**config.mk**
```make
export PLATFORM = sky130hd
export DESIGN_NAME = adc_scan_ctrl
export DESIGN_NICKNAME = d
export VERILOG_FILES = /design/src/rtl/adc_scan_ctrl.sv
export SDC_FILE = /design/constraint.sdc
export NUM_CORES = 1
export LEC_CHECK = 0
export BUFFER_PORTS_ARGS = -buffer_cell sky130_fd_sc_hd__buf_2
export CAP_MARGIN = 0
export CORE_ASPECT_RATIO = 1.4
export CORE_MARGIN = 4
export CORE_UTILIZATION = 45
export CTS_CLUSTER_DIAMETER = 200
export DETAILED_ROUTE_END_ITERATION = 8
export GPL_TIMING_DRIVEN = 0
export SYNTH_ARGS = -nofsm -noshare
export SYNTH_HDL_FRONTEND = slang
export SYNTH_SLANG_ARGS = --single-unit
```
**constraint.sdc**
```tcl
create_clock -name clk -period 4.28 [get_ports clk]
set_clock_uncertainty 0.2 [all_clocks]
set_input_delay 0.642 -clock clk [delete_from_list [all_inputs] [get_ports clk]]
set_output_delay 0.642 -clock clk [all_outputs]
set_load 0.03 [all_outputs]
```
**src/rtl/adc_scan_ctrl.sv**
```systemverilog
// Round-robin scan sequencer for an 8-channel 12-bit serial ADC with a per-channel
// result bank and a slow-rate, channel-tagged publish to the 7-segment display path.
module adc_scan_ctrl #(
    parameter int unsigned DIV    = 4,
    parameter int unsigned DISP_N = 20
) (
    input  logic        clk,
    input  logic        rst,
    input  logic        en,
    input  logic [7:0]  ch_mask,
    input  logic [2:0]  disp_ch_sel,
    output logic        adc_sclk,
    output logic        adc_cs_n,
    output logic        adc_din,
    input  logic        adc_dout,
    output logic        busy,
    output logic        sample_valid,
    output logic [2:0]  sample_ch,
    output logic [11:0] sample_data,
    output logic [15:0] disp_data,
    output logic        disp_strobe
);

    localparam int unsigned CNT_W = $clog2(3 * DIV);
    localparam logic [CNT_W-1:0] C_DIV_END = CNT_W'(DIV - 1);
    localparam logic [CNT_W-1:0] C_GAP_END = CNT_W'(3 * DIV - 1);

    localparam logic [1:0] S_IDLE  = 2'd0;
    localparam logic [1:0] S_SETUP = 2'd1;
    localparam logic [1:0] S_SHIFT = 2'd2;
    localparam logic [1:0] S_GAP   = 2'd3;

    logic [1:0]       r_state;
    logic [CNT_W-1:0] r_cnt;
    logic [3:0]       r_bit;
    logic             r_sclk;
    logic             r_cs_n;
    logic             r_din;
    logic             r_busy;
    logic [15:0]      r_ctrl;
    logic [11:0]      r_shreg;
    logic [2:0]       r_addr_ch;
    logic [2:0]       r_prev_ch;
    logic             r_primed;

    logic [1:0]       w_state_nxt;
    logic [CNT_W-1:0] w_cnt_nxt;
    logic [3:0]       w_bit_nxt;
    logic             w_sclk_nxt;
    logic             w_cs_n_nxt;
    logic             w_din_nxt;
    logic             w_busy_nxt;
    logic [15:0]      w_ctrl_nxt;
    logic [11:0]      w_shreg_nxt;
    logic [2:0]       w_addr_ch_nxt;
    logic [2:0]       w_prev_ch_nxt;
    logic             w_primed_nxt;
    logic             w_capture;

    logic             w_go;
    logic [2:0]       w_first_ch;
    logic [2:0]       w_next_ch;
    logic [2:0]       w_idx;
    logic [15:0]      w_word;

    logic [11:0]       r_bank [8];
    logic              r_sample_valid;
    logic [2:0]        r_sample_ch;
    logic [11:0]       r_sample_data;
    logic [DISP_N-1:0] r_disp_cnt;
    logic [15:0]       r_disp_data;
    logic              r_disp_strobe;

    // Channel scheduling: lowest set bit for a fresh scan, next set bit above current otherwise.
    always_comb begin
        w_go       = en && (ch_mask != 8'd0);
        w_first_ch = 3'd0;
        w_next_ch  = r_addr_ch;
        w_idx      = 3'd0;
        for (int i = 7; i >= 0; i--) begin
            if (ch_mask[i]) begin
                w_first_ch = 3'(i);
            end
        end
        for (int i = 7; i >= 1; i--) begin
            w_idx = r_addr_ch + 3'(i);
            if (ch_mask[w_idx]) begin
                w_next_ch = w_idx;
            end
        end
        w_word = {2'b00, r_addr_ch, 11'd0};
    end

    always_ff @(posedge clk) begin
        if (rst) begin
            r_state   <= S_IDLE;
            r_cnt     <= '0;
            r_bit     <= 4'd0;
            r_sclk    <= 1'b1;
            r_cs_n    <= 1'b1;
            r_din     <= 1'b0;
            r_busy    <= 1'b0;
            r_ctrl    <= 16'd0;
            r_shreg   <= 12'd0;
            r_addr_ch <= 3'd0;
            r_prev_ch <= 3'd0;
            r_primed  <= 1'b0;
        end else begin
            r_state   <= w_state_nxt;
            r_cnt     <= w_cnt_nxt;
            r_bit     <= w_bit_nxt;
            r_sclk    <= w_sclk_nxt;
            r_cs_n    <= w_cs_n_nxt;
            r_din     <= w_din_nxt;
            r_busy    <= w_busy_nxt;
            r_ctrl    <= w_ctrl_nxt;
            r_shreg   <= w_shreg_nxt;
            r_addr_ch <= w_addr_ch_nxt;
            r_prev_ch <= w_prev_ch_nxt;
            r_primed  <= w_primed_nxt;
        end
    end

    // Frame sequencing; every serial-side output is the registered copy of these next values.
    always_comb begin
        w_state_nxt   = r_state;
        w_cnt_nxt     = r_cnt + CNT_W'(1);
        w_bit_nxt     = r_bit;
        w_sclk_nxt    = r_sclk;
        w_cs_n_nxt    = r_cs_n;
        w_din_nxt     = r_din;
        w_busy_nxt    = r_busy;
        w_ctrl_nxt    = r_ctrl;
        w_shreg_nxt   = r_shreg;
        w_addr_ch_nxt = r_addr_ch;
        w_prev_ch_nxt = r_prev_ch;
        w_primed_nxt  = r_primed;
        w_capture     = 1'b0;

        case (r_state)
            S_IDLE: begin
                w_cnt_nxt  = '0;
                w_sclk_nxt = 1'b1;
                w_cs_n_nxt = 1'b1;
                w_busy_nxt = 1'b0;
                if (w_go) begin
                    w_state_nxt   = S_SETUP;
                    w_cs_n_nxt    = 1'b0;
                    w_busy_nxt    = 1'b1;
                    w_addr_ch_nxt = w_first_ch;
                    w_primed_nxt  = 1'b0;
                end
            end
            S_SETUP: begin
                if (r_cnt == C_DIV_END) begin
                    w_state_nxt = S_SHIFT;
                    w_cnt_nxt   = '0;
                    w_bit_nxt   = 4'd0;
                    w_sclk_nxt  = 1'b0;
                    w_din_nxt   = w_word[15];
                    w_ctrl_nxt  = {w_word[14:0], 1'b0};
                end
            end
            S_SHIFT: begin
                if (r_cnt == C_DIV_END) begin
                    w_cnt_nxt = '0;
                    if (!r_sclk) begin
                        // Rising sclk: take the ADC bit; top 4 of 16 fall off the 12-bit shifter.
                        w_sclk_nxt  = 1'b1;
                        w_shreg_nxt = {r_shreg[10:0], adc_dout};
                    end else if (r_bit == 4'd15) begin
                        w_state_nxt = S_GAP;
                        w_din_nxt   = 1'b0;
                    end else begin
                        w_sclk_nxt = 1'b0;
                        w_bit_nxt  = r_bit + 4'd1;
                        w_din_nxt  = r_ctrl[15];
                        w_ctrl_nxt = {r_ctrl[14:0], 1'b0};
                    end
                end
            end
            S_GAP: begin
                if (r_cnt == C_DIV_END) begin
                    w_cs_n_nxt = 1'b1;
                    w_capture  = r_primed;
                end
                if (r_cnt == C_GAP_END) begin
                    w_cnt_nxt = '0;
                    if (w_go) begin
                        w_state_nxt   = S_SETUP;
                        w_cs_n_nxt    = 1'b0;
                        w_prev_ch_nxt = r_addr_ch;
                        w_addr_ch_nxt = w_next_ch;
                        w_primed_nxt  = 1'b1;
                    end else begin
                        w_state_nxt = S_IDLE;
                        w_busy_nxt  = 1'b0;
                    end
                end
            end
            default: begin
                w_state_nxt = S_IDLE;
                w_cnt_nxt   = '0;
            end
        endcase
    end

    // Result bank and sample port, written when cs_n rises on a primed frame.
    always_ff @(posedge clk) begin
        if (rst) begin
            r_sample_valid <= 1'b0;
            r_sample_ch    <= 3'd0;
            r_sample_data  <= 12'd0;
            for (int i = 0; i < 8; i++) begin
                r_bank[i] <= 12'd0;
            end
        end else begin
            r_sample_valid <= w_capture;
            if (w_capture) begin
                r_bank[r_prev_ch] <= r_shreg;
                r_sample_ch       <= r_prev_ch;
                r_sample_data     <= r_shreg;
            end
        end
    end

    // Free-running display publish; reads the bank before any same-cycle capture lands.
    always_ff @(posedge clk) begin
        if (rst) begin
            r_disp_cnt    <= '0;
            r_disp_data   <= 16'd0;
            r_disp_strobe <= 1'b0;
        end else begin
            r_disp_cnt    <= r_disp_cnt + DISP_N'(1);
            r_disp_strobe <= &r_disp_cnt;
            if (&r_disp_cnt) begin
                r_disp_data <= {1'b0, disp_ch_sel, r_bank[disp_ch_sel]};
            end
        end
    end

    assign adc_sclk     = r_sclk;
    assign adc_cs_n     = r_cs_n;
    assign adc_din      = r_din;
    assign busy         = r_busy;
    assign sample_valid = r_sample_valid;
    assign sample_ch    = r_sample_ch;
    assign sample_data  = r_sample_data;
    assign disp_data    = r_disp_data;
    assign disp_strobe  = r_disp_strobe;

endmodule
```
### After elaboration in Yosys (flattened, before gate mapping)

Memories as Yosys holds them, arrays and structs flattened. A register that Yosys moved wholly into a read port is not among the register bits.
Index checks and enable logic that the tools add are counted.

| storage, ports and cells | value |
|---|---|
| flip-flop bits (word level) | 101 |
| RAM bits | 96 |
| bits of input ports | 15 |
| output and inout bits | 37 |
| logic and storage cells | 157 |
| memories kept | 1 |

| cells by class | value |
|---|---|
| $add $sub $neg | 10 |
| $lt $le $gt $ge | 7 |
| equal/unequal tests | 16 |
| muxes and demuxes | 86 |
| bitwise logic cells | 1 |
| reductions and logical operators | 18 |

Memory list:

| memory | depth | width | read ports | clocked after Yosys merged registers in | write ports | line | RTL |
|---|---|---|---|---|---|---|---|
| r_bank | 8 | 12 | 1 | 1 | 8 | 66 | `logic [11:0] r_bank [8];` |

Operators with widths:

| cell | count |
|---|---|
| $mux 16 | 4 |
| $mux 3 | 19 |
| $mux 1 | 33 |
| $pmux 16 s2 | 1 |
| $lt 3x4->1 const B | 7 |
| $mux 4 | 6 |
| $bmux 1 s3 | 7 |
| $add 20x1->20 const B | 1 |
| $reduce_and 20->1 | 1 |
| $ne 2x2->1 const B | 9 |
| $add 3x3->3 const B | 4 |
| $mux 12 | 1 |
| $mux 2 | 6 |
| $pmux 4 s3 | 1 |
| $reduce_and 3->1 | 4 |
| $reduce_or 12->1 | 1 |
| $reduce_and 5->1 | 2 |
| $add 4x1->4 const B | 2 |
| $eq 4x4->1 const B | 2 |
| $ne 8x8->1 const B | 1 |
| $pmux 1 s2 | 4 |
| $pmux 2 s4 | 1 |
| $pmux 4 s2 | 1 |
| $reduce_and 4->1 | 2 |
| 15 further kinds | 18 |

### Longest topological paths before layout

Gate-level depths: netlist of the first run.

| logic depth | value |
|---|---|
| depth after elaboration | 13 |
| depth in mapped cells | 12 |
| depth with buffers taken out | 10 |

### Least setup slack after synthesis of the first run

OpenSTA, ideal clock, no wires.

| path | value |
|---|---|
| path type | reg-to-reg |
| from | register r_cnt[0] |
| to | memory r_bank[2][0] (enable) |
| setup time | 0.398 ns |
| data arrival time | 2.493 ns |
| data required time | 3.682 ns |
| path slack | 1.190 ns |
| stages on the path, launching flop included | 8 |
| path buffers | 1 |
| clock period less this slack | 3.090 ns |
| path through | dfxtp_1 -> ha_1 -> nor2b_1 -> and2b_1 -> nand3_1 -> or3_1 -> clkbuf_1 -> o21ai_0 |

RTL lines:

| element | line | RTL |
|---|---|---|
| start, declared | 34 | `logic [CNT_W-1:0] r_cnt;` |
| start signal, assigned | 110 | `r_cnt <= w_cnt_nxt;` |
| end, declared | 66 |  |

==> flow_summary.yaml, run 1 <==
job:
  max_cap_viol_count: 0
cts:
  postCtsSetupBuffers: 0
  ctsResizeCount: 0
  cts_buffers: 17
  hold_buffers: 0
  clk_pin_slew_ns: 0.07
  clk_path_buf_depth: 2
  htreeDepth: 4
  cts_tree: "yes"
  clock_latency_ns: 0.43
  clock_sinks: 185
  ctsRootBufferMaster: "clkbuf_16"
layout:
  final_cell_area_um2: 9899
  syn_to_final_growth_pct: 13.53
  fin_nets: 896
  final_layout_size_suffix_gt1_share_pct: 15.82
  diodes: 0
  layout_common_cells: "and2_1, edfxtp_1, nor2_1"
  fill_cells: 1715
  utilization_pct: 51.71
  final_common_cell: "and2_1"
critical_path:
  path_class: "reg2reg"
  cp.required_ns: 4.22
  cpPeakStageDelay_ns: 0.64
  crit_buf_inv: 2
  startpoint: "r_cnt[0]$_SDFF_PP0_"
  cpMaxStageDelayCell: "o21ai_1"
  r2r-start: "r_cnt[0]$_SDFF_PP0_"
  cp-end-kind: "flip-flop"
  startpoint_type: "flip-flop"
  cp.arrival_ns: 3.24
  path_cells: "ha_1, nor2b_1, and2b_1, nand3_1, or3_1, clkbuf_1, o21ai_1, buf_6"
  cpLargestDelayFamily: "simple AND/OR/NAND/NOR gates"
  cp_max_fo: 8
synthesis:
  synth.avg_cell_area_um2: 10.85
  synth_nets: 828
  synth-main-ff-cell: "edfxtp_1"
  ys_ff_latch: 185
  yosysUniqueCellTypes: 63
  async_flop_share_pct: 0
  netlist_area_um2: 8720
  synth_warnings: 0
  synth_edf_count: 96
  synthCells: 804
  yosysSeqAreaShare_pct: 53.49
power:
  power_density_nw_per_um2: 460.9
  internal-power_uw: 3198
  clockPowerShare_pct: 34.4
  power.share.switching_pct: 29.90
  max-vdd-ir-drop_mv: 0.2945
  combinationalPowerShare_pct: 22.6
  share_seq_of_total_power_pct: 43.0
  switchingPower_uw: 1364
  p_leak_uw: 0.003700
floorplan:
  initial_core_util_pct: 45.55
  die_w_um: 125.6
  coreArea_um2: 19140
  std_cell_rows: 60
  dieArea_um2: 21700
  io-pin-count: 52
  die_y_um: 172.7
placed_design:
  io_buffers: 43
  dpl_cell_area_um2: 9313
  routabilityCongestion: 0.9170
  dp_hpwl_mm: 15.80
  pre_cts_ws_ns: 0.9539
sta:
  fin_crit_sh_pct: 77.13
  worstMarginPinSlew_ns: 0.7576
  layout_min_cycle_time_ns: 3.301
  fmax_mhz: 302.9
  setup_viol: 0
  rsz0062_at_grt: "false"
  tns_ns: 0
  timing.slew.headroom_pct: 49.16
  slew_violations: 0
  hold_viol: 0
  setup_ws_ns: 0.9790
global_routing:
  grt_overflow_total: 0
  antenna_found_initial: 0
  grt_pass1_wl_mm: 34.04
  grtUsageTotal_pct: 20.16
  first_global_vias: 6397
  grt_max_degree: 18
detailed_routing:
  vias_per_cell: 5.411
  drtIter0Drc: 386
  routed_wire_length_per_instance_um: 19.05
  vias: 6131
  ant_nets: 0
  drtPass1Iterations: 5
  drc: 0
  routed_wl_mm: 21.58
hold_path:
  hold_class: "reg2reg"
  min-delay-start: "r_cnt[0]$_SDFF_PP0_"
outcome:
  status: "complete, no violations"
## kinds of logic (layout without fill, tap and decap cells)
logic type	Yosys count	count (layout)	synth area share, %
multiplexers	65	65	12.57
other	1	1	0.04301
AND/OR/NAND/NOR	328	328	18.45
flip-flops	185	185	53.49
AO/OA/AOI/OAI	118	118	8.423
adder cells (fa/ha/maj)	9	9	1.291
buffers and inverters	77	158	3.616
XOR/XNOR	21	21	2.109
## cell type report
cell class / instances / area, µm² / area share, %
Sequential cell: 185 / 4664 / 47.12
Clock inverter: 14 / 136.4 / 1.378
Buffer: 62 / 259.0 / 2.616
Inverter: 15 / 56.30 / 0.5688
Clock buffer: 18 / 450.4 / 4.550
Multi-Input combinational cell: 542 / 3740 / 37.78
Timing Repair Buffer: 49 / 282.8 / 2.856
Tap cell: 248 / 310.3 / 3.134
## cell usage after synthesis (all sizes together) (6+ instances only)
library cell	number	area (µm²)
and2	97	606.8
nand4	7	43.79
and3	7	43.79
nor3	6	35.03
a31oi	6	37.54
xor2	13	113.9
nand3	12	60.06
buf	15	81.32
nor2	90	337.8
o21ai	17	85.08
nand2	87	329.1
ha	9	112.6
mux2i	28	296.5
a211oi	6	50.05
mux4	33	750.7
a21oi	61	305.3
dfxtp	89	1782
xnor2	8	70.07
inv	15	56.30
clkbuf	47	177.7
edfxtp	96	2883
## state kept, by name, summed over array words and instances, names as in the netlist, 2 cells and up
signal and cells:
sample_data 12, r_bit 4, r_state 2, r_bank 96
r_shreg 12, r_addr_ch 3, r_cnt 4, sample_ch 3
disp_data 15, r_ctrl 4, r_prev_ch 3, r_disp_cnt 20
## worst paths after layout
check                                                   to  cells past startpoint  slack [ns]
worst max register to register  r_bank[6][6]$_SDFFCE_PN0P_                      8        0.98
worst max-delay path            r_bank[6][6]$_SDFFCE_PN0P_                      8        0.98
worst min-delay path                   r_cnt[0]$_SDFF_PP0_                      1        0.26
worst min register to register         r_cnt[0]$_SDFF_PP0_                      1        0.26
## worst reg2reg max path: cells and delay by family (launching register included)
family / cells / cell delay [ns]
simple gates: 4 / 1.18
compound gates: 1 / 0.64
buf+inv: 2 / 0.43
flops: 1 / 0.36
fa+ha+maj: 1 / 0.19
## power by group through the flow
stage	sequential [µW]	combinational [µW]	clock, µW
after global placement	2000	1010	0
after global routing	1970	1120	1640
after floorplan	2010	777	0
after CTS	1960	1030	1580
final	1960	1030	1570
after detailed placement	2000	1030	0
## per-layer routing
layer  up-vias  share of wire (%)  global-route usage (%)
li1       2969                  -                       -
met1      2999                 38                   21.35
met2       137                 57                   39.33
met3        26                3.7                   3.801
met4         0                2.1                   6.600
met5         -                  0                       0
## through the flow
stage	hold WS, ns	power (µW)	cells
finish	0.2568	4563	1133
global route	0.2666	4736	1133
CTS	0.2544	4578	1133
detailed placement	0.2451	3030	1101
global placement	0.2299	3013	1095
floorplan	0.2179	2786	804
Note: power is estimated with default switching activity, not from simulation.
==> run 2: changes to the inputs <==
--- a/config.mk
+++ b/config.mk
@@ -5,6 +5,7 @@
 export SDC_FILE = /design/constraint.sdc
 export NUM_CORES = 1
 export LEC_CHECK = 0
+export ABC_AREA = 1
 export BUFFER_PORTS_ARGS = -buffer_cell sky130_fd_sc_hd__buf_2
 export CAP_MARGIN = 0
 export CORE_ASPECT_RATIO = 1.4
==> constraint.sdc (replaced) <==
create_clock -name clk -period 3.45 [get_ports clk]
set_clock_uncertainty 0.2 [all_clocks]
set_input_delay 0.5175 -clock clk [delete_from_list [all_inputs] [get_ports clk]]
set_output_delay 0.5175 -clock clk [all_outputs]
set_load 0.03 [all_outputs]
==> run 2 against run 1 <==
Compared with the run above: total power is 24% higher; largest cell class unchanged; via count is 8.1% higher; global-route usage is 1.2 points higher; highest routed layer unchanged.
==> flow_summary.yaml, run 2 <==
critical_path:
  endpoint: "r_bank[2][1]$_SDFFCE_PN0P_"
  r2r-start: "r_cnt[0]$_SDFF_PP0_"
  cp.arrival_ns: 2.82
  startpoint: "r_cnt[0]$_SDFF_PP0_"
  startpoint_type: "flip-flop"
  rrSetupSlack_ns: 0.49
  reg2reg_to: "r_bank[2][1]$_SDFFCE_PN0P_"
  cp.required_ns: 3.31
  path_class: "reg2reg"
  cp_max_fo: 12
  cp-end-kind: "flip-flop"
  ff2ff_path_depth: 7
global_routing:
  grt.busiest_layer: "met2"
  antenna_found_initial: 0
  grt_pass1_wl_mm: 33.89
  grt_overflow_total: 0
  met2_usage_pct: 38.12
  grtUsageTotal_pct: 21.37
  use_met3_pct: 3.635
  grt_max_degree: 17
  grt_util_met1_pct: 24.85
  first_global_vias: 6636
layout:
  final_common_cell: "nor2_1"
  utilization_pct: 52.41
  fin_nets: 1028
  regMostFlops: "r_bank"
  largest_register_ffs: 96
  final_layout_size_suffix_gt1_share_pct: 14.06
  fin_cells: 1257
  layout_common_cells: "nor2_1, nand2_1, edfxtp_1"
  syn_to_final_growth_pct: 13.72
  diodes: 0
sta:
  timing.slew.headroom_pct: 49.91
  setup_viol: 0
  rsz0062_at_grt: "false"
  slew_violations: 0
  fmax_mhz: 338.4
  tns_ns: 0
  layout_min_cycle_time_ns: 2.955
  fin_crit_sh_pct: 85.66
  worstMarginPinSlew_ns: 0.7514
  whs_ns: 0.1610
  hold_viol: 0
cts:
  cts_buffers: 17
  clock_sinks: 185
  clk_path_buf_depth: 2
  postCtsSetupBuffers: 0
  clk_pin_slew_ns: 0.07
  ctsRootBufferMaster: "clkbuf_16"
  cts_tree: "yes"
  hold_buffers: 0
  ctsResizeCount: 0
  clock_latency_ns: 0.43
  htreeDepth: 4
synthesis:
  synth_top_cells_by_count: "nor2_1, nand2_1, edfxtp_1"
  synthCells: 935
  ys_ff_latch: 185
  synth.avg_cell_area_um2: 8.942
  yosysMostFrequentCell: "nor2_1"
  synth_edf_count: 96
  synth_top_area_share_pct: 34.48
  netlist_area_um2: 8361
  yosysUniqueCellTypes: 48
  synth_top_area_cell: "edfxtp_1"
  synth.area.top_cells: "edfxtp_1, dfxtp_1, nor2_1"
  synth-main-ff-cell: "edfxtp_1"
  synth_warnings: 0
  synth_nets: 959
  async_flop_share_pct: 0
  yosysSeqAreaShare_pct: 55.79
detailed_routing:
  vias: 6630
  routed_wl_mm: 21.45
  ant_nets: 0
  drc: 0
  routed_wire_length_per_instance_um: 17.06
  drtPass1Iterations: 6
  drtIter0Drc: 384
  vias_per_cell: 5.274
hold_path:
  hold_class: "in2reg"
  holdPathStages: 3
outcome:
  status: "complete, no violations"
power:
  p_leak_uw: 0.003607
  max-vdd-ir-drop_mv: 0.3625
  power_density_nw_per_um2: 594.4
floorplan:
  coreArea_um2: 18140
  initial_core_util_pct: 46.08
  io-pin-count: 52
  die_w_um: 123.2
  die_y_um: 169.3
  std_cell_rows: 58
  dieArea_um2: 20850
placed_design:
  routabilityCongestion: 0.7894
  dp_cells: 1225
  dp_hpwl_mm: 15.38
  io_buffers: 50
job:
  max_cap_viol_count: 0
-- run 2: worst min-delay path by stage --
stage / start / end / slack (ns)
6_report: disp_ch_sel[2] / disp_data[14]$_SDFFE_PP0P_ / 0.16
5_1_grt: disp_ch_sel[2] / disp_data[14]$_SDFFE_PP0P_ / 0.18
4_1_cts: disp_ch_sel[2] / disp_data[14]$_SDFFE_PP0P_ / 0.14
3_5_place_dp: r_cnt[0]$_SDFF_PP0_ / r_cnt[0]$_SDFF_PP0_ / 0.24
3_3_place_gp: r_cnt[0]$_SDFF_PP0_ / r_cnt[0]$_SDFF_PP0_ / 0.24
2_1_floorplan: r_cnt[0]$_SDFF_PP0_ / r_cnt[0]$_SDFF_PP0_ / 0.22
-- run 2: kinds of logic after synthesis --
family,after synthesis,synth area share [%]
other,1,0.04485
xor gates and xnor gates,9,0.9428
buffers and inverters,116,5.867
AOI/OAI and AO/OA,224,15.26
DFF,185,55.79
and+or+nand+nor,391,20.74
adders and majority gates,9,1.347
-- run 2: cell type report --
| type | count | area, µm² |
|---|---|---|
| multi-input combinational | 634 | 3206 |
| timing repair buffer | 50 | 250.2 |
| clock buffer | 21 | 493.0 |
| buffer | 46 | 227.7 |
| sequential | 185 | 4664 |
| clock inverter | 11 | 103.9 |
| fill | 1781 | 8635 |
| inverter | 70 | 262.8 |
| tap | 240 | 300.3 |
-- run 2: power breakdown --
part	switching (µW)	internal (µW)	total, µW	leakage (µW)
Clock	855	1110	1970	0.000298
Sequential	46.2	2390	2440	0.00171
Combinational	826	424	1250	0.00160
Total	1730	3920	5650	0.00361
-- run 2: layer usage --
metal	vias to the layer above	part of all wire, %
met5	-	0
met4	0	3.3
met3	39	3.8
met2	146	52
met1	3108	40
li1	3337	-
-- run 2: critical path, cell delays in order, from the launching register on --
cell and delay (ns):
dfxtp_1 0.35, ha_1 0.21, nor3b_4 0.34, nand3_2 0.24, nor3_2 0.29, nand2_1 0.19
buf_2 0.25, nand2_1 0.51
-- run 2: stage by stage --
stage / setup WS, ns / instance area, µm² / power [µW]
after floorplan: 1.128 / 8361 / 3444
after global placement: 0.4950 / 8911 / 3718
after detailed placement: 0.4621 / 8911 / 3726
after CTS: 0.4600 / 9508 / 5685
after global routing: 0.2914 / 9508 / 5957
final: 0.4948 / 9508 / 5652
